`config.mk`:
```
export PLATFORM = sky130hd
export DESIGN_NAME = way_alloc_ctrl
export DESIGN_NICKNAME = d
export VERILOG_FILES = /design/src/rtl/way_alloc_ctrl.sv
export SDC_FILE = /design/constraint.sdc
export NUM_CORES = 1
export LEC_CHECK = 0
export BUFFER_PORTS_ARGS = -buffer_cell sky130_fd_sc_hd__buf_4
export CAP_MARGIN = 0
export CORE_UTILIZATION = 50
export CTS_CLUSTER_DIAMETER = 80
export CTS_CLUSTER_SIZE = 30
export DETAILED_ROUTE_END_ITERATION = 8
export MAX_ROUTING_LAYER = met4
export PLACE_DENSITY = 0.74
export SLEW_MARGIN = 20
export SYNTH_ARGS = -nofsm -noshare
export SYNTH_HDL_FRONTEND = slang
export SYNTH_SLANG_ARGS = --single-unit
```
`constraint.sdc`:
```
create_clock -name clk_i -period 11.8 [get_ports clk_i]
set_input_delay 0.59 -clock clk_i [delete_from_list [all_inputs] [get_ports clk_i]]
set_output_delay 0.59 -clock clk_i [all_outputs]
set_load 0.01 [all_outputs]
```
`src/rtl/way_alloc_ctrl.sv`:
```
// Purpose : entry allocator for a small fully-associative structure: picks a fill
//           victim (lowest invalid entry, else tree-PLRU), tracks valid bits and count.
// Latency : victim selection and grant are combinational from registered state;
//           valid/count/PLRU updates land on the next clk_i edge.
// Backpressure: one allocation outstanding at a time; alloc_req_i is not granted
//           while busy (PEND), during FLUSH, while flush_i is high or during reset.
//
// Ports:
//   clk_i, rst_i        clock, asynchronous active-high reset
//   flush_i             invalidate everything and clear replacement state
//   hit_i               one-hot lookup hit, marks an entry most recently used
//   inval_i             per-entry invalidate
//   alloc_req_i         request for an entry to fill
//   alloc_gnt_o         request granted this cycle
//   alloc_idx_o         chosen entry (meaningful with alloc_gnt_o)
//   alloc_evict_o       chosen entry currently holds valid data
//   fill_done_i         requester finished filling the granted entry
//   valid_o, count_o    per-entry valid bits and their population count
//   full_o, busy_o      all entries valid / allocation outstanding
module way_alloc_ctrl #(
    parameter int ENTRIES = 8,
    localparam int IDX_W = $clog2(ENTRIES)
) (
    input  logic               clk_i,
    input  logic               rst_i,
    input  logic               flush_i,
    input  logic [ENTRIES-1:0] hit_i,
    input  logic [ENTRIES-1:0] inval_i,
    input  logic               alloc_req_i,
    output logic               alloc_gnt_o,
    output logic [IDX_W-1:0]   alloc_idx_o,
    output logic               alloc_evict_o,
    input  logic               fill_done_i,
    output logic [ENTRIES-1:0] valid_o,
    output logic [IDX_W:0]     count_o,
    output logic               full_o,
    output logic               busy_o
);

    localparam logic [1:0] ST_IDLE  = 2'd0;
    localparam logic [1:0] ST_PEND  = 2'd1;
    localparam logic [1:0] ST_FLUSH = 2'd2;

    // Tree layout: node 0 is the root, node k has children 2k+1 / 2k+2,
    // leaves are entries 0..ENTRIES-1 left to right. Bit = 1 points right.
    logic [1:0]         state_q, state_d;
    logic [ENTRIES-1:0] valid_q, valid_d;
    logic [ENTRIES-2:0] plru_q,  plru_d;
    logic [IDX_W-1:0]   idx_q,   idx_d;
    logic [IDX_W:0]     count_q, count_d;

    logic [IDX_W-1:0]   victim_idx;
    logic               victim_evict;
    logic [ENTRIES-1:0] hit_eff;
    logic               hit_vld;
    logic [IDX_W-1:0]   hit_idx;
    logic               gnt;

    // Walk from the root along idx's bits (MSB first) and make every node on
    // the path point to the opposite subtree.
    function automatic logic [ENTRIES-2:0] plru_touch(
        input logic [ENTRIES-2:0] tree,
        input logic [IDX_W-1:0]   idx
    );
        logic [ENTRIES-2:0] t;
        logic [IDX_W-1:0]   path;
        logic [IDX_W-1:0]   nd;
        logic               dir;
        t    = tree;
        path = idx;
        nd   = '0;
        for (int d = 0; d < IDX_W; d++) begin
            dir   = path[IDX_W-1];
            t[nd] = ~dir;
            // Final iteration computes a leaf position that is never used.
            nd    = (nd << 1) + IDX_W'(1) + IDX_W'(dir);
            path  = path << 1;
        end
        return t;
    endfunction

    // Follow node bits from the root; the directions taken spell the leaf index.
    function automatic logic [IDX_W-1:0] plru_victim(input logic [ENTRIES-2:0] tree);
        logic [IDX_W-1:0] v;
        logic [IDX_W-1:0] nd;
        logic             dir;
        v  = '0;
        nd = '0;
        for (int d = 0; d < IDX_W; d++) begin
            dir = tree[nd];
            v   = (v << 1) | IDX_W'(dir);
            nd  = (nd << 1) + IDX_W'(1) + IDX_W'(dir);
        end
        return v;
    endfunction

    function automatic logic [IDX_W-1:0] onehot_enc(input logic [ENTRIES-1:0] oh);
        logic [IDX_W-1:0] r;
        r = '0;
        for (int i = 0; i < ENTRIES; i++) begin
            if (oh[i]) begin
                r = IDX_W'(i);
            end
        end
        return r;
    endfunction

    function automatic logic [IDX_W:0] popcount(input logic [ENTRIES-1:0] v);
        logic [IDX_W:0] c;
        c = '0;
        for (int i = 0; i < ENTRIES; i++) begin
            c = c + (IDX_W+1)'(v[i]);
        end
        return c;
    endfunction

    // Victim: lowest-index invalid entry wins over PLRU. Scanning downward
    // leaves the lowest invalid index as the last assignment.
    always_comb begin
        victim_idx   = plru_victim(plru_q);
        victim_evict = 1'b1;
        for (int i = ENTRIES - 1; i >= 0; i--) begin
            if (!valid_q[i]) begin
                victim_idx   = IDX_W'(i);
                victim_evict = 1'b0;
            end
        end
    end

    // A hit only counts as a use if the entry is valid and not being
    // invalidated in the same cycle.
    assign hit_eff = hit_i & valid_q & ~inval_i;
    assign hit_vld = |hit_eff;
    assign hit_idx = onehot_enc(hit_eff);

    // rst_i gates the grant so nothing is handed out while reset is asserted.
    assign gnt = (state_q == ST_IDLE) && alloc_req_i && !flush_i && !rst_i;

    always_comb begin
        state_d = state_q;
        valid_d = valid_q & ~inval_i;
        plru_d  = plru_q;
        idx_d   = idx_q;

        // Hit touch goes first so a same-cycle grant overrides shared nodes.
        if (state_q != ST_FLUSH && hit_vld) begin
            plru_d = plru_touch(plru_d, hit_idx);
        end

        case (state_q)
            ST_IDLE: begin
                if (gnt) begin
                    valid_d[victim_idx] = 1'b0;
                    idx_d               = victim_idx;
                    plru_d              = plru_touch(plru_d, victim_idx);
                    state_d             = ST_PEND;
                end
            end
            ST_PEND: begin
                // Validation of the pending entry overrides any invalidate of it;
                // a concurrent flush abandons it instead.
                if (fill_done_i && !flush_i) begin
                    valid_d[idx_q] = 1'b1;
                    state_d        = ST_IDLE;
                end
            end
            ST_FLUSH: begin
                valid_d = '0;
                plru_d  = '0;
                state_d = ST_IDLE;
            end
            default: begin
                state_d = ST_IDLE;
            end
        endcase

        if (flush_i) begin
            state_d = ST_FLUSH;
        end

        count_d = popcount(valid_d);
    end

    always_ff @(posedge clk_i or posedge rst_i) begin
        if (rst_i) begin
            state_q <= ST_IDLE;
            valid_q <= '0;
            plru_q  <= '0;
            idx_q   <= '0;
            count_q <= '0;
        end else begin
            state_q <= state_d;
            valid_q <= valid_d;
            plru_q  <= plru_d;
            idx_q   <= idx_d;
            count_q <= count_d;
        end
    end

    assign alloc_gnt_o   = gnt;
    assign alloc_idx_o   = victim_idx;
    assign alloc_evict_o = victim_evict;
    assign valid_o       = valid_q;
    assign count_o       = count_q;
    assign full_o        = (count_q == (IDX_W+1)'(ENTRIES));
    assign busy_o        = (state_q == ST_PEND);

endmodule

```
Word-level counts from Yosys, hierarchy flattened
Cells that the tools add are included.
{"block": "totals", "elab_cells": 126, "reg_bits": 24, "out_inout_bits": 19, "inputBits": 21}
{"block": "op_classes", "n_reduce_logical": 17, "bitwise_logic": 15, "addsub": 16, "magnitude_cmp": 14, "n_eq_ne": 6, "n_mux": 53}
{"operator": "$mux 3", "count": 14}
{"operator": "$and 8x8->8", "count": 4}
{"operator": "$bwmux 7", "count": 4}
{"operator": "$pmux 8 s3", "count": 1}
{"operator": "$lt 3x4->1 const B", "count": 5}
{"operator": "$demux 1 s3", "count": 6}
{"operator": "$mux 1", "count": 17}
{"operator": "$add 4x1->4", "count": 4}
{"operator": "$mux 8", "count": 2}
{"operator": "$not 8->8", "count": 2}
{"operator": "$mux 7", "count": 2}
{"operator": "$pmux 7 s2", "count": 1}
{"operator": "$ge 3x1->1 const B", "count": 4}
{"operator": "$lt 2x4->1 const B", "count": 3}
{"operator": "$logic_and 1x1->1", "count": 11}
{"operator": "$add 3x1->3", "count": 3}
{"operator": "$add 3x1->3 const B", "count": 3}
{"operator": "$or 8x8->8", "count": 1}
{"operator": "$reduce_or 8->1", "count": 1}
{"operator": "$add 1x1->2 const A", "count": 3}
{"operator": "$bmux 1 s3", "count": 2}
{"operator": "$mux 2", "count": 3}
{"operator": "$not 1->1", "count": 6}
{"operator": "$add 3x1->4", "count": 1}
{"operator": "other kinds (15)", "count": 18}

Logic depth before layout (Yosys ltp)
Gate-level depths: netlist (run 1).
{"block": "logic_depth", "ltp_word": 30, "depth_mapped": 17, "ltp_nobuf": 17}

Worst setup path after synthesis (run 1)
Ideal clock, no wire load.
{"block": "synth_path", "path_kind": "register to register", "start": "register plru_q[0]", "end": "register count_q[2] (netlist: count_o[2])", "path_slack_ns": 7.108, "t_arrival_ns": 4.569, "setup_time_ns": 0.123, "period_less_slack_ns": 4.692, "stages_incl_launch_ff": 18, "required_time_ns": 11.677, "path_buffers": 0, "cell_sequence": "dfrtp_1 -> mux2i_2 -> ha_1 -> mux2i_1 -> a21oi_1 -> nand4b_1 -> a32oi_4 -> inv_4 -> a311oi_1 -> fa_1 -> fa_1 -> inv_1 -> fa_1 -> inv_1 -> ha_1 -> inv_1 -> fa_1 -> xnor2_1"}
{"block": "synth_between", "word_cells_on_any_way": 33, "classes_between": "10 x add/sub; 2 x order compare; 16 x mux; 4 x bitwise; 1 x reduce/logical"}
{"item": "start: declaration", "line": "48", "rtl": "logic [ENTRIES-2:0] plru_q, plru_d;"}
{"item": "start signal: assignment", "line": "194", "rtl": "plru_q <= plru_d;"}
{"item": "$add 1x1->2", "line": "92", "rtl": "nd = (nd << 1) + IDX_W'(1) + IDX_W'(dir);"}
{"item": "$bmux 1 s3", "line": "90", "rtl": "dir = tree[nd];"}
{"item": "$mux 1 (not written as such)", "line": "90"}
{"item": "$add 3x1->3", "line": "92"}
{"item": "$bmux 1 s3 *", "line": "90"}
{"item": "$mux 1 (not written as such) *", "line": "90"}
{"item": "$or 3x1->3 *", "line": "91", "rtl": "v = (v << 1) | IDX_W'(dir);"}
{"item": "$mux 3 * (8 in a row)", "line": "123", "rtl": "if (!valid_q[i]) begin"}
{"item": "named net alloc_idx_o[0]", "line": "31", "rtl": "output logic [IDX_W-1:0] alloc_idx_o,"}
{"item": "(+4 left out)"}
{"item": "$not 8->8 (no line) *"}
{"item": "$and 8x8->8 (no line) *"}
{"item": "$mux 8 *", "line": "152", "rtl": "if (gnt) begin"}
{"item": "$pmux 8 s3 *", "line": "150", "rtl": "case (state_q)"}
{"item": "named net valid_d[3]", "line": "47", "rtl": "logic [ENTRIES-1:0] valid_q, valid_d;"}
{"item": "$add 3x1->4 *", "line": "112", "rtl": "c = c + (IDX_W+1)'(v[i]);"}
{"item": "$add 4x1->4 * (4 in a row)", "line": "112"}
{"item": "named net count_d[2]", "line": "50", "rtl": "logic [IDX_W:0] count_q, count_d;"}
{"item": "end signal: assignment", "line": "196", "rtl": "count_q <= count_d;"}
{"item": "end: declaration", "line": "50"}
The timed path passes the listed nets; every way through them passes the cells marked *. The select of a mux whose other input is x is not followed.
A chain may end at the register's enable or synchronous reset.

Worst setup path after layout (run 1)
{"block": "layout_path", "start": "register plru_q[0]", "end": "register count_q[2] (netlist: count_o[2])"}
{"block": "layout_between", "word_cells_on_any_way": 33, "classes_between": "10 x add/sub; 2 x order compare; 16 x mux; 4 x bitwise; 1 x reduce/logical"}
{"item": "$add 1x1->2", "line": "92"}
{"item": "$bmux 1 s3", "line": "90"}
{"item": "$mux 1 (not written as such)", "line": "90"}
{"item": "$add 3x1->3", "line": "92"}
{"item": "$bmux 1 s3", "line": "90"}
{"item": "$mux 1 (not written as such)", "line": "90"}
{"item": "$or 3x1->3 *", "line": "91"}
{"item": "$mux 3 * (8 in a row)", "line": "123"}
{"item": "(+4 left out)"}
{"item": "$not 8->8 (no line) *"}
{"item": "$and 8x8->8 (no line) *"}
{"item": "$mux 8 *", "line": "152"}
{"item": "$pmux 8 s3 *", "line": "150"}
{"item": "named net valid_d[3]", "line": "47"}
{"item": "$add 3x1->4 *", "line": "112"}
{"item": "$add 4x1->4 * (4 in a row)", "line": "112"}
{"item": "named net count_d[2]", "line": "50"}
Marks and branches as above.

==> metrics.csv, run 1 <==
metric,value,unit
dp_slack,6.22,ns
drtIter0Drc,148,
synth_nets,248,
clk_path_buf_depth,2,
die-area,3960,um2
worst_setup_path_start_kind,register,
syn-instance-count,211,
start_util,0.539,
ant_nets,0,
crit_slowest_cell,fa_1,
post-route-min-period,5.36,ns
post_cts_resized,0,
tns,0,ns
maxSlewViolCount,0,
yosys_warnings,0,
cts.sinks,24,
ir_drop,54.0,uV
drc,0,
grt_pass1_wl,8330,um
rows,21,
insertion_delay,0.27,ns
worstPathMaxFanout,9,
worstMarginPinSlew,0.918,ns
antenna_found_initial,0,
wl_per_cell,17.0,um
cpPeakStageDelay,0.53,ns
status,finished clean,
ys_top_cells_by_area,"dfrtp_1 (32%), ha_1 (8.1%), a21oi_1 (4.6%)",
io-pin-count,40,
first_pass_iters,4,
postCtsSetupRepairBufs,0,
leakagePower,1.04,nW
synth-seq-cells,24,
drive_gt1_frac,0.207,
gp_congestion,0.896,
worstSetupPathType,reg -> reg,
die_w,62.9,um
fin_crit_sh,0.454,
cp_cell_sequence,"mux2i_2, ha_1, mux2i_1, a21oi_1, nand4b_1, a32oi_4, inv_4, a311oi_1, fa_1, fa_1, inv_1, fa_1, inv_1, ha_1, inv_1, fa_1, xnor2_1",
ys_async_sr_fraction,1.00,
final-hold-violation-count,0,
rsz0062_at_grt,false,
power_density,82.0,nW/um2
final_common_cell,buf_4,
hp-class,in -> async,
synth_edf_count,0,
grt_remaining_overflow,0,
htree_levels,1,
nets,284,
cp_common_cell,fa_1,
critPathArrivalTime,5.52,ns
hpwl,3760,um
grtUsageTotal,0.275,
core_area,3440,um2
final_cell_mix,"buf_4 (39), dfrtp_1 (24), inv_1 (19)",
cts_tree,built,
max_cap_viol_count,0,
clk_pin_slew,0.09,ns
die_h,62.9,um
syn_area,1850,um2
area_delta_synth_final,21.1,%
cts_buffers,3,
avgSynthCellArea,8.79,um2
hold-worst-slack,0.404,ns
worstSetupEndpointType,register,
grt_pass1_vias,1633,
setup_ws,6.44,ns
cts_hold_buf,0,
antenna_cells,0,
wl,4960,um
max_slew_margin,0.384,
crit_required,11.96,ns
via_count,1768,
timing.fmax,187,MHz
finalSetupViolations,0,
yosysTopAreaCell,dfrtp_1,
grt_max_degree,27,
final_util,0.652,
skew,0.00277,ns
ys_seq_area_frac,0.324,
viasPerCell,6.05,
synthDistinctLibCells,50,
cts-root-buf,clkbuf_8,
ys.flop_type,dfrtp_1,
yosys.area.top_type_share,0.324,
fill_cells,303,
port_buffers,39,
## stage by stage
stage	instance area, um2	power, mW	instances
2_1_floorplan	1850	0.103	211
3_3_place_gp	2170	0.112	288
4_1_cts	2240	0.185	292
3_5_place_dp	2170	0.112	288
6_report	2240	0.184	292
5_1_grt	2240	0.192	292
## synthesized netlist by cell type (2+ instances only)
cell type  count
a21boi_0       2
a21oi_1       17
a2bb2oi_1      3
a311oi_1       2
a31oi_1        9
clkbuf_1       7
dfrtp_1       24
fa_1           4
ha_1          12
inv_1         20
mux2i_1        5
nand2_1       17
nand2b_1       6
nand3_1        3
nand3b_1       4
nand4_1        4
nor2_1        13
nor2b_1        7
nor3_1         2
o211ai_1       2
o21ai_0       11
o22ai_1        4
o31a_1         2
o32ai_1        2
o41ai_1        3
or3_1          2
## flip-flops by register name, summed over array words and instances (netlist names)
signal and count:
plru_q 7, valid_o 8, state_q 2, idx_q 3, count_o 4
## final cells by class
type,count,area [um2],area share
multi-input combinational,158,1140,0.508
sequential,24,601,0.268
clock buffer,3,41.3,0.0184
clock inverter,1,30.0,0.0134
inverter,21,81.3,0.0362
tap,46,57.6,0.0256
timing repair buffer,39,293,0.130
## routing by layer
metal,GRT usage,routed length (um),up-vias
met1,0.393,2280,840
li1,-,-,841
met4,0.116,108,0
met2,0.398,2240,77
met3,0.0237,328,10
met5,-,0,-
## where the power goes
group          switching (mW)  total, mW  leakage, nW  internal (mW)
clock network          0.0277     0.0731       0.0357         0.0453
registers             0.00348     0.0872        0.330         0.0837
logic                  0.0123     0.0239        0.677         0.0116
total                  0.0435      0.184         1.04          0.141
## path summary, 6_finish.rpt
check	from	endpoint	slack, ns	depth (start not counted)
max	plru_q[0]	count_o[2]	6.44	17
min	rst_i	idx_q[0]	0.40	2
max reg2reg	plru_q[0]	count_o[2]	6.44	17
min reg2reg	idx_q[2]	idx_q[2]	0.54	1
max in group asynchronous	rst_i	plru_q[4]	10.97	2
min in group clk_i	flush_i	state_q[1]	0.44	1
## critical path, delay by kind of cell (launching register included)
family | cells | cell delay, ns
adders and majority gates | 6 | 2.41
AOI/OAI and AO/OA | 3 | 1.04
muxes | 2 | 0.58
DFF | 1 | 0.46
buffers and inverters | 4 | 0.31
and+or+nand+nor | 1 | 0.30
xor gates and xnor gates | 1 | 0.13
## logic make-up (layout without fill, tap and decap cells)
group	count (synthesis)	in the layout	share of synthesized area
compound gates	68	68	0.260
simple gates	67	67	0.192
buf+inv	29	64	0.0607
flops	24	24	0.324
fa+ha+maj	16	16	0.124
mux	6	6	0.0344
xor+xnor	1	1	0.00472
No activity file was read; power rests on OpenSTA's default activity.
==> run 2: changes to the inputs <==
--- a/config.mk
+++ b/config.mk
@@ -7,12 +7,12 @@
 export LEC_CHECK = 0
 export BUFFER_PORTS_ARGS = -buffer_cell sky130_fd_sc_hd__buf_4
 export CAP_MARGIN = 0
-export CORE_UTILIZATION = 50
+export CORE_UTILIZATION = 49
 export CTS_CLUSTER_DIAMETER = 80
 export CTS_CLUSTER_SIZE = 30
 export DETAILED_ROUTE_END_ITERATION = 8
 export MAX_ROUTING_LAYER = met4
-export PLACE_DENSITY = 0.74
+export PLACE_DENSITY = 0.76
 export SLEW_MARGIN = 20
 export SYNTH_ARGS = -nofsm -noshare
 export SYNTH_HDL_FRONTEND = slang
==> constraint.sdc (replaced) <==
create_clock -name clk_i -period 4.62 [get_ports clk_i]
set_input_delay 0.231 -clock clk_i [delete_from_list [all_inputs] [get_ports clk_i]]
set_output_delay 0.231 -clock clk_i [all_outputs]
set_load 0.01 [all_outputs]
==> metrics.csv, run 2 (synthesized netlist as in run 1, its figures left out) <==
metric,value,unit,change
route.met3.wl,381,um,was 328 um
skew,0.00784,ns,was 0.00277 ns
core_area,3470,um2,was 3440 um2
met1_length,2360,um,was 2280 um
final-hold-violation-count,0,,unchanged
insertion_delay,0.27,ns,about the same
post-route-min-period,4.56,ns,was 5.36 ns
final_common_cell,buf_4,,unchanged
nets,304,,was 284
crit_required,4.79,ns,was 11.96 ns
timing.fmax,219,MHz,was 187 MHz
wl_per_cell,17.1,um,was 17.0 um
place_area,2300,um2,was 2170 um2
htree_levels,1,,unchanged
clk_pin_slew,0.09,ns,about the same
cpPeakStageDelay,0.52,ns,was 0.53 ns
viasPerCell,5.96,,was 6.05
critical_path_buf_inv_count,5,,was 4
final_cell_mix,"buf_4 (59), dfrtp_1 (24), inv_1 (20)",,"was buf_4 (39), dfrtp_1 (24), inv_1 (19)"
top_layer,met4,,unchanged
via_count,1859,,was 1768
grt_pass1_wl,8780,um,was 8330 um
ant_nets,0,,unchanged
start_util,0.535,,was 0.539
cts.sinks,24,,unchanged
largest_register_ffs,8,,unchanged
cp_cell_sequence,"mux2i_2, buf_4, ha_4, mux2i_1, a21oi_1, nand4b_1, a32oi_4, inv_4, a311oi_4, fa_1, fa_1, inv_1, fa_1, inv_1, ha_2, inv_1, fa_1, xnor2_1",,"was mux2i_2, ha_1, mux2i_1, a21oi_1, nand4b_1, a32oi_4, inv_4, a311oi_1, fa_1, fa_1, inv_1, fa_1, inv_1, ha_1, inv_1, fa_1, xnor2_1"
cts_tree,built,,unchanged
area_delta_synth_final,31.2,%,was 21.1%
drtIter0Drc,137,,was 148
status,finished clean,,unchanged
crit_slowest_cell,fa_1,,unchanged
port_buffers,39,,unchanged
fin_crit_sh,0.986,,was 0.454
antenna_found_initial,0,,unchanged
clk_path_buf_depth,2,,unchanged
cts_buffers,3,,unchanged
critPathArrivalTime,4.72,ns,was 5.52 ns
seq_area,601,um2,unchanged
power_density,201,nW/um2,was 82.0 nW/um2
worstPathMaxFanout,4,,was 9
fill_cells,290,,was 303
worstSetupEndpointType,register,,unchanged
timing.rr.start,plru_q[0],,unchanged
stdcell_area,2430,um2,was 2240 um2
first_pass_iters,4,,unchanged
finalSetupViolations,0,,unchanged
tns,0,ns,unchanged
wl,5340,um,was 4960 um
drc,0,,unchanged
hp-class,in -> async,,unchanged
grt_remaining_overflow,0,,unchanged
grtUsageTotal,0.295,,was 0.275
worstMarginPinSlew,0.495,ns,was 0.918 ns
cts-root-buf,clkbuf_8,,unchanged
multi_input_area,1180,um2,was 1140 um2
cts_hold_buf,0,,unchanged
grt_pass1_vias,1830,,was 1633
grt_max_degree,26,,was 27
antenna_cells,0,,unchanged
worstSetupPathType,reg -> reg,,unchanged
leakagePower,1.15,nW,was 1.04 nW
gp_congestion,0.995,,was 0.896
io-pin-count,40,,unchanged
hpwl,4130,um,was 3760 um
maxSlewViolCount,0,,unchanged
die_w,63.5,um,was 62.9 um
drive_gt1_frac,0.282,,was 0.207
ir_drop,133,uV,was 54.0 uV
rows,21,,unchanged
max_slew_margin,0.669,,was 0.384
wl_met2,2500,um,was 2240 um
die_h,63.5,um,was 62.9 um
worst_setup_path_start_kind,register,,unchanged
max_cap_viol_count,0,,unchanged
crit_family,adder cells,,unchanged
die-area,4030,um2,was 3960 um2
cp_common_cell,fa_1,,unchanged
critPathLaunch,plru_q[0],,unchanged
rsz0062_at_grt,true,,was false
-- run 2: changes by cell type in the layout (fill, tap and decap cells not counted), sizes merged --
| cell | previous run | this run |
|---|---|---|
| buf | 39 | 59 |
| inv | 20 | 21 |
| clkinv | 1 | 0 |
-- run 2: metrics by stage --
| stage | util | setup WS, ns | power [mW] | hold slack [ns] | cells |
|---|---|---|---|---|---|
| global route | 0.702 | -0.173 | 0.509 | 0.0623 | 312 |
| floorplan | - | 0.0313 | 0.267 | 0.263 | 211 |
| CTS | 0.695 | 0.000697 | 0.490 | 0.0384 | 310 |
| finish | 0.702 | 0.0635 | 0.490 | 0.0256 | 312 |
| global placement | 0.662 | 0.118 | 0.299 | 0.331 | 302 |
| detailed placement | 0.662 | -0.0575 | 0.300 | 0.334 | 302 |
-- run 2: routing by layer --
layer | vias up | GRT usage
li1 | 885 | -
met1 | 877 | 0.374
met2 | 87 | 0.464
met3 | 10 | 0.0562
met4 | 0 | 0.116
met5 | - | -
-- run 2: path summary, 6_finish.rpt --
path / endpoint / slack, ns / depth (start not counted)
max: count_o[2] / 0.06 / 18
min: idx_q[0] / 0.03 / 3
max reg2reg: count_o[2] / 0.06 / 18
min reg2reg: idx_q[2] / 0.56 / 1
max in group asynchronous: plru_q[4] / 4.34 / 3
min in group clk_i: state_q[1] / 0.08 / 1
-- run 2: layout make-up --
type	count	area share
clock buffers	3	0.0170
clock inverters	1	0.0123
inverters	21	0.0334
multi-input cells	158	0.485
flip-flops and latches	24	0.247
well taps	46	0.0237
repair buffers	59	0.182
-- run 2: what timing repair did --
item | in CTS | in global routing
buffers inserted | 4 | 2
resized for setup | 1 | 2
endpoints found under the setup margin | 2 | 2
pin swaps | 4 | 0
-- run 2: power breakdown --
group / internal (mW) / switching [mW] / total [mW]
registers: 0.214 / 0.00451 / 0.218
clock network: 0.116 / 0.0693 / 0.185
logic: 0.0449 / 0.0415 / 0.0864
-- run 2: tightest hold or removal path: stages --
cell   delay [ns]
buf_4        0.11
inv_1        0.06
buf_4        0.31
